File: src/rtl/uart_tx_pkg.sv
// Shared types and constants for the UART transmit port: FSM states,
// default port IDs, status register bit positions and FIFO geometry.
package uart_tx_pkg;

  typedef enum logic [1:0] {
    ST_IDLE  = 2'd0,
    ST_START = 2'd1,
    ST_DATA  = 2'd2,
    ST_STOP  = 2'd3
  } tx_state_e;

  localparam logic [7:0] DEF_TX_ID   = 8'h40;
  localparam logic [7:0] DEF_STAT_ID = 8'h41;
  localparam logic [7:0] DEF_CTRL_ID = 8'h42;

  // Status register layout: {1'b0, COUNT[2:0], OVF, BUSY, FULL, EMPTY}
  localparam int STAT_EMPTY_BIT = 0;
  localparam int STAT_FULL_BIT  = 1;
  localparam int STAT_BUSY_BIT  = 2;
  localparam int STAT_OVF_BIT   = 3;
  localparam int STAT_COUNT_LSB = 4;

  localparam int DATA_W     = 8;
  localparam int FIFO_DEPTH = 4;
  localparam int FIFO_CNT_W = 3;

endpackage

File: src/rtl/sync_fifo.sv
// Small synchronous first-word-fall-through FIFO. The head entry is always
// visible on rdata_o; a pop is ignored when empty and a push is ignored when
// full unless a pop in the same cycle frees the slot.
module sync_fifo
  import uart_tx_pkg::*;
#(
  parameter  int WIDTH = DATA_W,
  parameter  int DEPTH = FIFO_DEPTH,
  localparam int PTR_W = (DEPTH > 1) ? $clog2(DEPTH) : 1,
  localparam int CNT_W = $clog2(DEPTH + 1)
) (
  input  logic             clk_i,
  input  logic             rst_ni,
  input  logic             push_i,
  input  logic             pop_i,
  input  logic [WIDTH-1:0] wdata_i,
  output logic [WIDTH-1:0] rdata_o,
  output logic             full_o,
  output logic             empty_o,
  output logic [CNT_W-1:0] count_o
);

  logic [WIDTH-1:0] mem_q [DEPTH];
  logic [PTR_W-1:0] wr_ptr_q, wr_ptr_d;
  logic [PTR_W-1:0] rd_ptr_q, rd_ptr_d;
  logic [CNT_W-1:0] count_q, count_d;
  logic             do_push, do_pop;

  function automatic logic [PTR_W-1:0] ptr_inc(input logic [PTR_W-1:0] p);
    return (p == PTR_W'(DEPTH - 1)) ? '0 : p + 1'b1;
  endfunction

  assign full_o  = (count_q == CNT_W'(DEPTH));
  assign empty_o = (count_q == '0);
  assign do_pop  = pop_i && !empty_o;
  assign do_push = push_i && (!full_o || do_pop);

  // Next-state for pointers and occupancy.
  // NOTE: every signal gets a default first so no path leaves it unassigned (no latch).
  always_comb begin
    wr_ptr_d = wr_ptr_q;
    rd_ptr_d = rd_ptr_q;
    count_d  = count_q;
    if (do_push) wr_ptr_d = ptr_inc(wr_ptr_q);
    if (do_pop)  rd_ptr_d = ptr_inc(rd_ptr_q);
    case ({do_push, do_pop})
      2'b10:   count_d = count_q + 1'b1;
      2'b01:   count_d = count_q - 1'b1;
      default: count_d = count_q;
    endcase
  end

  // Pointer and occupancy registers; reset discards all queued data.
  // NOTE: sequential state uses non-blocking assignments so all flops update together.
  always_ff @(posedge clk_i or negedge rst_ni) begin
    if (!rst_ni) begin
      wr_ptr_q <= '0;
      rd_ptr_q <= '0;
      count_q  <= '0;
    end else begin
      wr_ptr_q <= wr_ptr_d;
      rd_ptr_q <= rd_ptr_d;
      count_q  <= count_d;
    end
  end

  // Storage array write port.
  // NOTE: the array is deliberately not reset; emptiness is tracked by count_q alone.
  always_ff @(posedge clk_i) begin
    if (do_push) mem_q[wr_ptr_q] <= wdata_i;
  end

  assign rdata_o = mem_q[rd_ptr_q];
  assign count_o = count_q;

endmodule

File: src/rtl/uart_tx_port.sv
// MCU-attached UART transmitter: a port-mapped write queues bytes into a
// 4-entry FIFO, a four-state FSM serialises them as 8N1 frames, and a status
// and control register pair is readable through the combinational input mux.
module uart_tx_port
  import uart_tx_pkg::*;
#(
  parameter int         CLKS_PER_BIT = 868,
  parameter logic [7:0] TX_ID        = DEF_TX_ID,
  parameter logic [7:0] STAT_ID      = DEF_STAT_ID,
  parameter logic [7:0] CTRL_ID      = DEF_CTRL_ID
) (
  input  logic       CLK,
  input  logic       RESET_N,
  input  logic [7:0] OUT_PORT,
  input  logic [7:0] PORT_ID,
  input  logic       IO_STRB,
  output logic [7:0] IN_PORT,
  output logic       INT,
  output logic       TX
);

  localparam int                BAUD_W    = (CLKS_PER_BIT > 1) ? $clog2(CLKS_PER_BIT) : 1;
  localparam logic [BAUD_W-1:0] BAUD_LAST = BAUD_W'(CLKS_PER_BIT - 1);

  tx_state_e             state_q, state_d;
  logic [BAUD_W-1:0]     baud_q, baud_d;
  logic [2:0]            bit_q, bit_d;
  logic [DATA_W-1:0]     shift_q, shift_d;
  logic                  tx_q, tx_d;
  logic                  int_q, int_d;
  logic                  ie_q, ie_d;
  logic                  ovf_q, ovf_d;

  logic                  push_req, ctrl_wr, fifo_pop;
  logic                  fifo_full, fifo_empty;
  logic [DATA_W-1:0]     fifo_rdata;
  logic [FIFO_CNT_W-1:0] fifo_count;
  logic                  baud_wrap, busy;
  logic [7:0]            stat;

  assign push_req  = IO_STRB && (PORT_ID == TX_ID);
  assign ctrl_wr   = IO_STRB && (PORT_ID == CTRL_ID);
  assign baud_wrap = (baud_q == BAUD_LAST);
  assign busy      = (state_q != ST_IDLE);

  sync_fifo #(
    .WIDTH (DATA_W),
    .DEPTH (FIFO_DEPTH)
  ) u_fifo (
    .clk_i   (CLK),
    .rst_ni  (RESET_N),
    .push_i  (push_req),
    .pop_i   (fifo_pop),
    .wdata_i (OUT_PORT),
    .rdata_o (fifo_rdata),
    .full_o  (fifo_full),
    .empty_o (fifo_empty),
    .count_o (fifo_count)
  );

  // Frame sequencer: the TX level is computed for the next state so the line
  // register changes on the same edge as the state, and a finished stop bit
  // starts the next queued frame without passing through an idle cycle.
  always_comb begin
    state_d  = state_q;
    baud_d   = baud_q;
    bit_d    = bit_q;
    shift_d  = shift_q;
    tx_d     = tx_q;
    int_d    = 1'b0;
    fifo_pop = 1'b0;
    case (state_q)
      ST_IDLE: begin
        baud_d = '0;
        bit_d  = '0;
        tx_d   = 1'b1;
        if (!fifo_empty) begin
          fifo_pop = 1'b1;
          shift_d  = fifo_rdata;
          tx_d     = 1'b0;
          state_d  = ST_START;
        end
      end
      ST_START: begin
        if (baud_wrap) begin
          baud_d  = '0;
          bit_d   = '0;
          tx_d    = shift_q[0];
          shift_d = {1'b0, shift_q[DATA_W-1:1]};
          state_d = ST_DATA;
        end else begin
          baud_d = baud_q + 1'b1;
        end
      end
      ST_DATA: begin
        if (baud_wrap) begin
          baud_d = '0;
          if (bit_q == 3'd7) begin
            bit_d   = '0;
            tx_d    = 1'b1;
            state_d = ST_STOP;
          end else begin
            bit_d   = bit_q + 1'b1;
            tx_d    = shift_q[0];
            shift_d = {1'b0, shift_q[DATA_W-1:1]};
          end
        end else begin
          baud_d = baud_q + 1'b1;
        end
      end
      ST_STOP: begin
        if (baud_wrap) begin
          baud_d = '0;
          if (!fifo_empty) begin
            fifo_pop = 1'b1;
            shift_d  = fifo_rdata;
            tx_d     = 1'b0;
            state_d  = ST_START;
          end else begin
            tx_d    = 1'b1;
            int_d   = ie_q;
            state_d = ST_IDLE;
          end
        end else begin
          baud_d = baud_q + 1'b1;
        end
      end
      default: begin
        state_d = ST_IDLE;
        tx_d    = 1'b1;
      end
    endcase
  end

  // Control register writes and sticky overflow flag.
  always_comb begin
    ie_d  = ie_q;
    ovf_d = ovf_q;
    if (ctrl_wr) begin
      ie_d = OUT_PORT[0];
      if (OUT_PORT[1]) ovf_d = 1'b0;
    end
    if (push_req && fifo_full && !fifo_pop) ovf_d = 1'b1;
  end

  // Sequencer and register state; reset aborts any frame and idles the line high.
  always_ff @(posedge CLK or negedge RESET_N) begin
    if (!RESET_N) begin
      state_q <= ST_IDLE;
      baud_q  <= '0;
      bit_q   <= '0;
      shift_q <= '0;
      tx_q    <= 1'b1;
      int_q   <= 1'b0;
      ie_q    <= 1'b0;
      ovf_q   <= 1'b0;
    end else begin
      state_q <= state_d;
      baud_q  <= baud_d;
      bit_q   <= bit_d;
      shift_q <= shift_d;
      tx_q    <= tx_d;
      int_q   <= int_d;
      ie_q    <= ie_d;
      ovf_q   <= ovf_d;
    end
  end

  // Status word assembly.
  always_comb begin
    stat                                      = '0;
    stat[STAT_EMPTY_BIT]                      = fifo_empty;
    stat[STAT_FULL_BIT]                       = fifo_full;
    stat[STAT_BUSY_BIT]                       = busy;
    stat[STAT_OVF_BIT]                        = ovf_q;
    stat[STAT_COUNT_LSB +: FIFO_CNT_W]        = fifo_count;
  end

  // Read mux toward the MCU input port.
  always_comb begin
    IN_PORT = 8'h00;
    if (PORT_ID == STAT_ID) begin
      IN_PORT = stat;
    end else if (PORT_ID == CTRL_ID) begin
      IN_PORT = {7'b0, ie_q};
    end
  end

  assign TX  = tx_q;
  assign INT = int_q;

endmodule

File: config.mk
export PLATFORM = sky130hd
export DESIGN_NAME = uart_tx_port
export DESIGN_NICKNAME = d
export VERILOG_FILES = /design/src/rtl/uart_tx_pkg.sv /design/src/rtl/sync_fifo.sv /design/src/rtl/uart_tx_port.sv
export SDC_FILE = /design/constraint.sdc
export NUM_CORES = 1
export LEC_CHECK = 0
export ABC_AREA = 0
export CORE_UTILIZATION = 50
export DETAILED_ROUTE_END_ITERATION = 7
export PLACE_DENSITY_LB_ADDON = 0.12
export RECOVER_POWER = 50
export REMOVE_ABC_BUFFERS = 1
export SYNTH_ARGS = -nofsm -noshare
export SYNTH_HDL_FRONTEND = slang
export SYNTH_SLANG_ARGS = --single-unit
File: constraint.sdc
create_clock -name CLK -period 3.1 [get_ports CLK]
set_clock_uncertainty 0.2 [all_clocks]
set_input_delay 0.93 -clock CLK [delete_from_list [all_inputs] [get_ports CLK]]
set_output_delay 0.93 -clock CLK [all_outputs]
set_load 0.01 [all_outputs]
==> run summary, run 1 <==
Status: complete, but fails checks
Failing checks: negative setup slack
Commonest non-fill, non-tap cell in the layout: dfrtp_1
Int Pwr: 1340 uW
Htree depth: 3
Final hold vios: 0
Most frequent cells in the layout: dfrtp_1, edfxtp_1, nand2_1, nor2_1, buf_4
Sw frac: 0.229
Worst-margin pin slew: 0.872 ns
Via/cell ratio: 5.26
Initial core utilization: 0.527
# setup viols final: 7
Ys Warns: 0
Placed instance count: 363
Vias in the first global route: 1909
Peak Freq: 0.301 GHz
GRT Total Usage: 0.195
Synth Flop Type: dfrtp_1
Hold path endpoint: baud_q[0]
CTS Sinks: 66
DR WL/cell: 14.6 um
Clock-pin slew on the worst setup and hold paths: 0.08 ns
Worst-case clock buffer depth: 2
Synth async-reset ratio: 0.515
Leakage power: 0.00169 uW
Setup ws final: -0.227 ns
Synth top area share: 0.304
R2r endpoint: u_fifo.count_o[2]
CTS tree: built
IO Pins: 29
Cells after Synth: 247
Period utilization: 1.07
Row Count: 28
Layout cells sized above 1: 0.278
Fillers: 450
Clock power share: 0.428
Area grow syn2layout: 24.8%
Placer Congestion: 0.798
Routed WL: 5610 um
First drt pass iteration count: 4
TritonCTS buffer count: 9
Sequential share of the synthesized area: 0.574
Yosys cell types: 50
Placed cell areas: 3670 um^2
Detail Route Antenna Nets: 0
Initial antenna violation count: 0
Worst R2R Path Depth: 11
Hold buffers post-CTS: 0
Worst Path Arrival: 2.20 ns
Minimum clock period: 3.33 ns
Crit path capture type: output port
I/O Buffers: 27
Part of the power in registers: 0.534
#FFs+latches synth: 66
Die W: 81.5 um
Die H: 81.5 um
Yosys top cell by area: edfxtp_1
Fin cells: 384
Req. time, crit path: 1.97 ns
First-pass GRT wire length: 9380 um
Crit-path max FO: 5
CTS root buf: clkbuf_8
R2R setup slack: 0.24 ns
Grt total ovfl: 0
Worst hold path class: reg -> reg
Initial DRC count: 77
Maxcap violations: 0
Hpwl dp: 3960 um
Logic gate share of total power: 0.038
Vias: 2019
CP Launch Type: input port
Final Instance Area: 3940 um^2
HP Start: baud_q[0]
Rel. slew slack: 0.419
P_sw: 398 uW
Antenna diodes: 0
R2R Path Start: baud_q[0]
DIE AREA: 6640 um^2
CP Class: in -> out
Largest net degree at the start of global routing: 35
Worst skew pair latency: 0.34 ns
Largest cells by area after synthesis: edfxtp_1, dfrtp_1, mux4_2, ha_1, mux2_4
Peak VDD IR: 337 uV
Core Region: 5990 um^2
Cell Pwr Density: 442 nW/um^2
Synth Cell Area: 3160 um^2
EDFF count, synth: 32
Hold depth: 1
RSZ-0062 raised after global routing: true
DRC Markers: 0
Max Slew Vio Count: 0
Layout net count: 338
Synth Area per Inst: 12.8 um^2
[registers in the layout, indices dropped and copies added (netlist names)]
signal and flops:
INT 1, TX 1, baud_q 10, bit_q 3
ie_q 1, ovf_q 1, shift_q 8, state_q 2
u_fifo.count_o 3, u_fifo.mem_q 32, u_fifo.rd_ptr_q 2, u_fifo.wr_ptr_q 2
[routing by layer]
| layer | track usage | wire length, um | vias up |
|---|---|---|---|
| met5 | 0 | 0 | - |
| met4 | 0.0643 | 43 | 0 |
| met3 | 0.0633 | 188 | 5 |
| met2 | 0.294 | 2660 | 29 |
| met1 | 0.267 | 2720 | 988 |
| li1 | - | - | 997 |
[final cells by class]
cell class	count	area, um^2	share of cell area
multi-input cells	158	1280	0.326
clock inverters	7	82.6	0.0210
well taps	75	93.8	0.0238
repair buffers	53	483	0.123
flip-flops and latches	66	1810	0.460
inverters	16	60.1	0.0152
clock buffers	9	124	0.0314
[worst max-delay path by stage]
| stage | from | slack [ns] | to | depth (start not counted) |
|---|---|---|---|---|
| after detailed placement | PORT_ID[5] | -0.92 | IN_PORT[3] | 6 |
| after floorplan | PORT_ID[5] | -0.16 | u_fifo.count_o[2] | 10 |
| after CTS | PORT_ID[7] | -0.27 | IN_PORT[2] | 7 |
| final | PORT_ID[4] | -0.23 | IN_PORT[3] | 7 |
| after global placement | PORT_ID[5] | -0.89 | IN_PORT[3] | 6 |
| after global routing | PORT_ID[4] | -0.28 | IN_PORT[2] | 7 |
[metrics by stage]
step | utilization | hold WS [ns] | setup slack [ns] | total power [uW] | TNS, ns
6_report | 0.658 | 0.286 | -0.227 | 1740 | -1.35
5_1_grt | 0.658 | 0.312 | -0.283 | 1810 | -1.73
4_1_cts | 0.652 | 0.296 | -0.270 | 1760 | -1.51
3_5_place_dp | 0.613 | 0.286 | -0.923 | 1010 | -14.67
3_3_place_gp | 0.613 | 0.281 | -0.889 | 1010 | -13.34
2_1_floorplan | - | 0.255 | -0.162 | 963 | -1.85
[synth_stat cells (all sizes together) (2+ instances only)]
library cell	number
a21oi	4
a22o	4
and2	5
and3	5
buf	4
clkbuf	3
dfrtp	33
edfxtp	32
ha	14
inv	15
mux2	13
mux2i	2
mux4	8
nand2	25
nand3	7
nor2	21
nor2b	2
nor3	7
nor4	3
o21ai	3
or2	2
or3	2
xnor2	7
xor2	4
[power by group through the flow]
stage                     Sequential [uW]  Combinational, uW  Clock [uW]
after global placement                947               64.8           0
after floorplan                       946               17.2           0
final                                 929               66.4         745
after global routing                  930               75.3         804
after CTS                             929               69.1         764
after detailed placement              947               67.3           0
[kinds of logic after synthesis]
logic type               after synthesis  synth area share
AND/OR/NAND/NOR                       88             0.139
XOR/XNOR                              11            0.0305
adder cells (fa/ha/maj)               15            0.0618
buffers and inverters                 23            0.0301
AO/OA/AOI/OAI                         20            0.0456
other                                  1           0.00119
multiplexers                          23             0.118
flip-flops                            66             0.574
[critical path: stages]
cell    delay (ns)
buf_6         0.09
or4b_4        0.54
nor3_2        0.12
buf_4         0.14
buf_6         0.10
and3_4        0.18
buf_6         0.09
[repair_timing]
| item | 4_1_cts | 5_1_grt |
|---|---|---|
| setup buffers | 3 | 3 |
| pin swaps | 5 | 5 |
| endpoints found under the hold margin | 0 | 0 |
| gates resized for setup | 52 | 10 |
| setup endpoints to repair | 9 | 9 |
Note: power is estimated with default switching activity, not from simulation.
==> run 2, diff against run 1 <==
--- a/config.mk
+++ b/config.mk
@@ -6,8 +6,11 @@
 export NUM_CORES = 1
 export LEC_CHECK = 0
 export ABC_AREA = 0
-export CORE_UTILIZATION = 50
+export CELL_PAD_IN_SITES_DETAIL_PLACEMENT = 0
+export CELL_PAD_IN_SITES_GLOBAL_PLACEMENT = 1
+export CORE_UTILIZATION = 47
 export DETAILED_ROUTE_END_ITERATION = 7
+export HOLD_SLACK_MARGIN = 0.02
 export PLACE_DENSITY_LB_ADDON = 0.12
 export RECOVER_POWER = 50
 export REMOVE_ABC_BUFFERS = 1
==> run summary, run 2 (synthesis gave the netlist of run 1 again) <==
Vias: 2036 (was 2019)
Commonest non-fill, non-tap cell in the layout: dfrtp_1 (unchanged)
Core Region: 6420 um^2 (was 5990 um^2)
Biggest regs: u_fifo.mem_q: 32 flops, baud_q: 10 flops, shift_q: 8 flops (unchanged)
Htree depth: 3 (unchanged)
Hold buffers post-CTS: 0 (unchanged)
Maxcap violations: 0 (unchanged)
Die W: 84.0 um (was 81.5 um)
Clock-pin slew on the worst setup and hold paths: 0.07 ns (was 0.08 ns)
Worst-case clock buffer depth: 2 (unchanged)
First-pass GRT wire length: 10200 um (was 9380 um)
HP Start: baud_q[0] (unchanged)
Area grow syn2layout: 23.7% (was 24.8%)
Min Hold Slack: 0.285 ns (was 0.286 ns)
DRC Markers: 1 (was 0)
Layout cells sized above 1: 0.256 (was 0.278)
DIE AREA: 7050 um^2 (was 6640 um^2)
Largest net degree at the start of global routing: 35 (unchanged)
Placer Congestion: 0.785 (was 0.798)
Peak Freq: 0.305 GHz (was 0.301 GHz)
CTS root buf: clkbuf_8 (unchanged)
Max Slew Vio Count: 0 (unchanged)
TritonCTS buffer count: 9 (unchanged)
Detail Route Antenna Nets: 0 (unchanged)
Worst hold path class: reg -> reg (unchanged)
CP Launch Type: input port (unchanged)
# setup viols final: 7 (unchanged)
Final Instance Area: 3910 um^2 (was 3940 um^2)
Grt total ovfl: 0 (unchanged)
Fillers: 517 (was 450)
Peak VDD IR: 292 uV (was 337 uV)
Antenna diodes: 0 (unchanged)
CTS Sinks: 66 (unchanged)
Hpwl dp: 4240 um (was 3960 um)
Initial antenna violation count: 0 (unchanged)
Routed WL: 5920 um (was 5610 um)
TNS Setup: -1.10 ns (was -1.35 ns)
R2R setup slack: 0.27 ns (was 0.24 ns)
Req. time, crit path: 1.97 ns (about the same)
Via/cell ratio: 5.29 (was 5.26)
Cell Pwr Density: 406 nW/um^2 (was 442 nW/um^2)
Crit-path max FO: 2 (was 5)
Period utilization: 1.06 (was 1.07)
First drt pass iteration count: 6 (was 4)
R2R Path Start: baud_q[0] (unchanged)
CTS tree: built (unchanged)
Largest Register: u_fifo.mem_q (unchanged)
Status: complete, but fails checks (unchanged)
Minimum clock period: 3.28 ns (was 3.33 ns)
RSZ-0062 raised after global routing: true (unchanged)
CP Class: in -> out (unchanged)
Most frequent cells in the layout: dfrtp_1, edfxtp_1, nand2_1, nor2_1, buf_4 (unchanged)
Worst Path Arrival: 2.15 ns (was 2.20 ns)
Rel. slew slack: 0.447 (was 0.419)
Layout net count: 337 (was 338)
Final hold vios: 0 (unchanged)
Failing checks: design-rule violations, negative setup slack (was negative setup slack)
Setup ws final: -0.175 ns (was -0.227 ns)
Worst Setup SP: PORT_ID[7] (was PORT_ID[4])
Crit path capture type: output port (unchanged)
Initial DRC count: 79 (was 77)
DR WL/cell: 15.4 um (was 14.6 um)
Vias in the first global route: 2101 (was 1909)
Placed cell areas: 3710 um^2 (was 3670 um^2)
Leakage power: 0.00165 uW (was 0.00169 uW)
Largest register FFs: 32 (unchanged)
Worst-margin pin slew: 0.829 ns (was 0.872 ns)
I/O Buffers: 27 (unchanged)
GRT Total Usage: 0.192 (was 0.195)
Initial core utilization: 0.492 (was 0.527)
IO Pins: 29 (unchanged)
Pre-CTS setup slack: -0.967 ns (was -0.923 ns)
Final core utilization: 0.608 (was 0.658)
Row Count: 29 (was 28)
Die H: 84.0 um (was 81.5 um)
Worst skew pair latency: 0.33 ns (was 0.34 ns)
==> run 2: worst max-delay path, cell delays in order <==
cell,delay (ns)
buf_6,0.09
or4b_4,0.54
nor3_4,0.16
buf_4,0.14
and3b_1,0.16
buf_2,0.13
==> run 2: layout make-up <==
type	count	area, um^2	area share
clock buffer	12	135	0.0346
inverter	16	60.1	0.0154
sequential	66	1810	0.464
timing repair buffer	52	489	0.125
tap	77	96.3	0.0247
clock inverter	4	20.0	0.00512
multi-input combinational	158	1290	0.331
==> run 2: where the power goes <==
part           internal, uW  switching [uW]
clock network           284             306
logic                  32.1            32.5
registers               924            5.68
total                  1240             344
==> run 2: per-stage QoR <==
stage	std cells	power (uW)
floorplan	240	963
global placement	367	1010
detailed placement	367	1010
CTS	384	1610
global route	385	1640
finish	385	1580
==> run 2: worst paths after layout <==
kind	to	depth (start not counted)
worst max-delay path	IN_PORT[2]	6
worst min-delay path	baud_q[0]	1
worst max register to register	u_fifo.count_o[2]	11
worst min register to register	baud_q[0]	1
max in group asynchronous	u_fifo.wr_ptr_q[1]	2
min in group asynchronous	shift_q[7]	2
==> run 2: per-layer routing <==
layer  track usage  vias to the layer above  wire (um)
met3        0.0406                        8        183
li1              -                      990          -
met5             0                        -          0
met4        0.0878                        0         72
met1         0.252                     1007       2770
met2         0.306                       31       2890
==> run 2: repair_timing <==
action                     CTS  global route
hold endpoints to repair     0             0
gates resized for setup     53             7
setup endpoints to repair    9             9
pin swaps                    4             1
buffers inserted             2             1
cloned                       0             0
==> run 3, diff against run 2 <==
--- a/config.mk
+++ b/config.mk
@@ -9,6 +9,7 @@
 export CELL_PAD_IN_SITES_DETAIL_PLACEMENT = 0
 export CELL_PAD_IN_SITES_GLOBAL_PLACEMENT = 1
 export CORE_UTILIZATION = 47
+export CTS_CLUSTER_DIAMETER = 200
 export DETAILED_ROUTE_END_ITERATION = 7
 export HOLD_SLACK_MARGIN = 0.02
 export PLACE_DENSITY_LB_ADDON = 0.12
==> results of run 3 <==
Same layout as run 2: the final DEF is identical, and so are final timing and power.
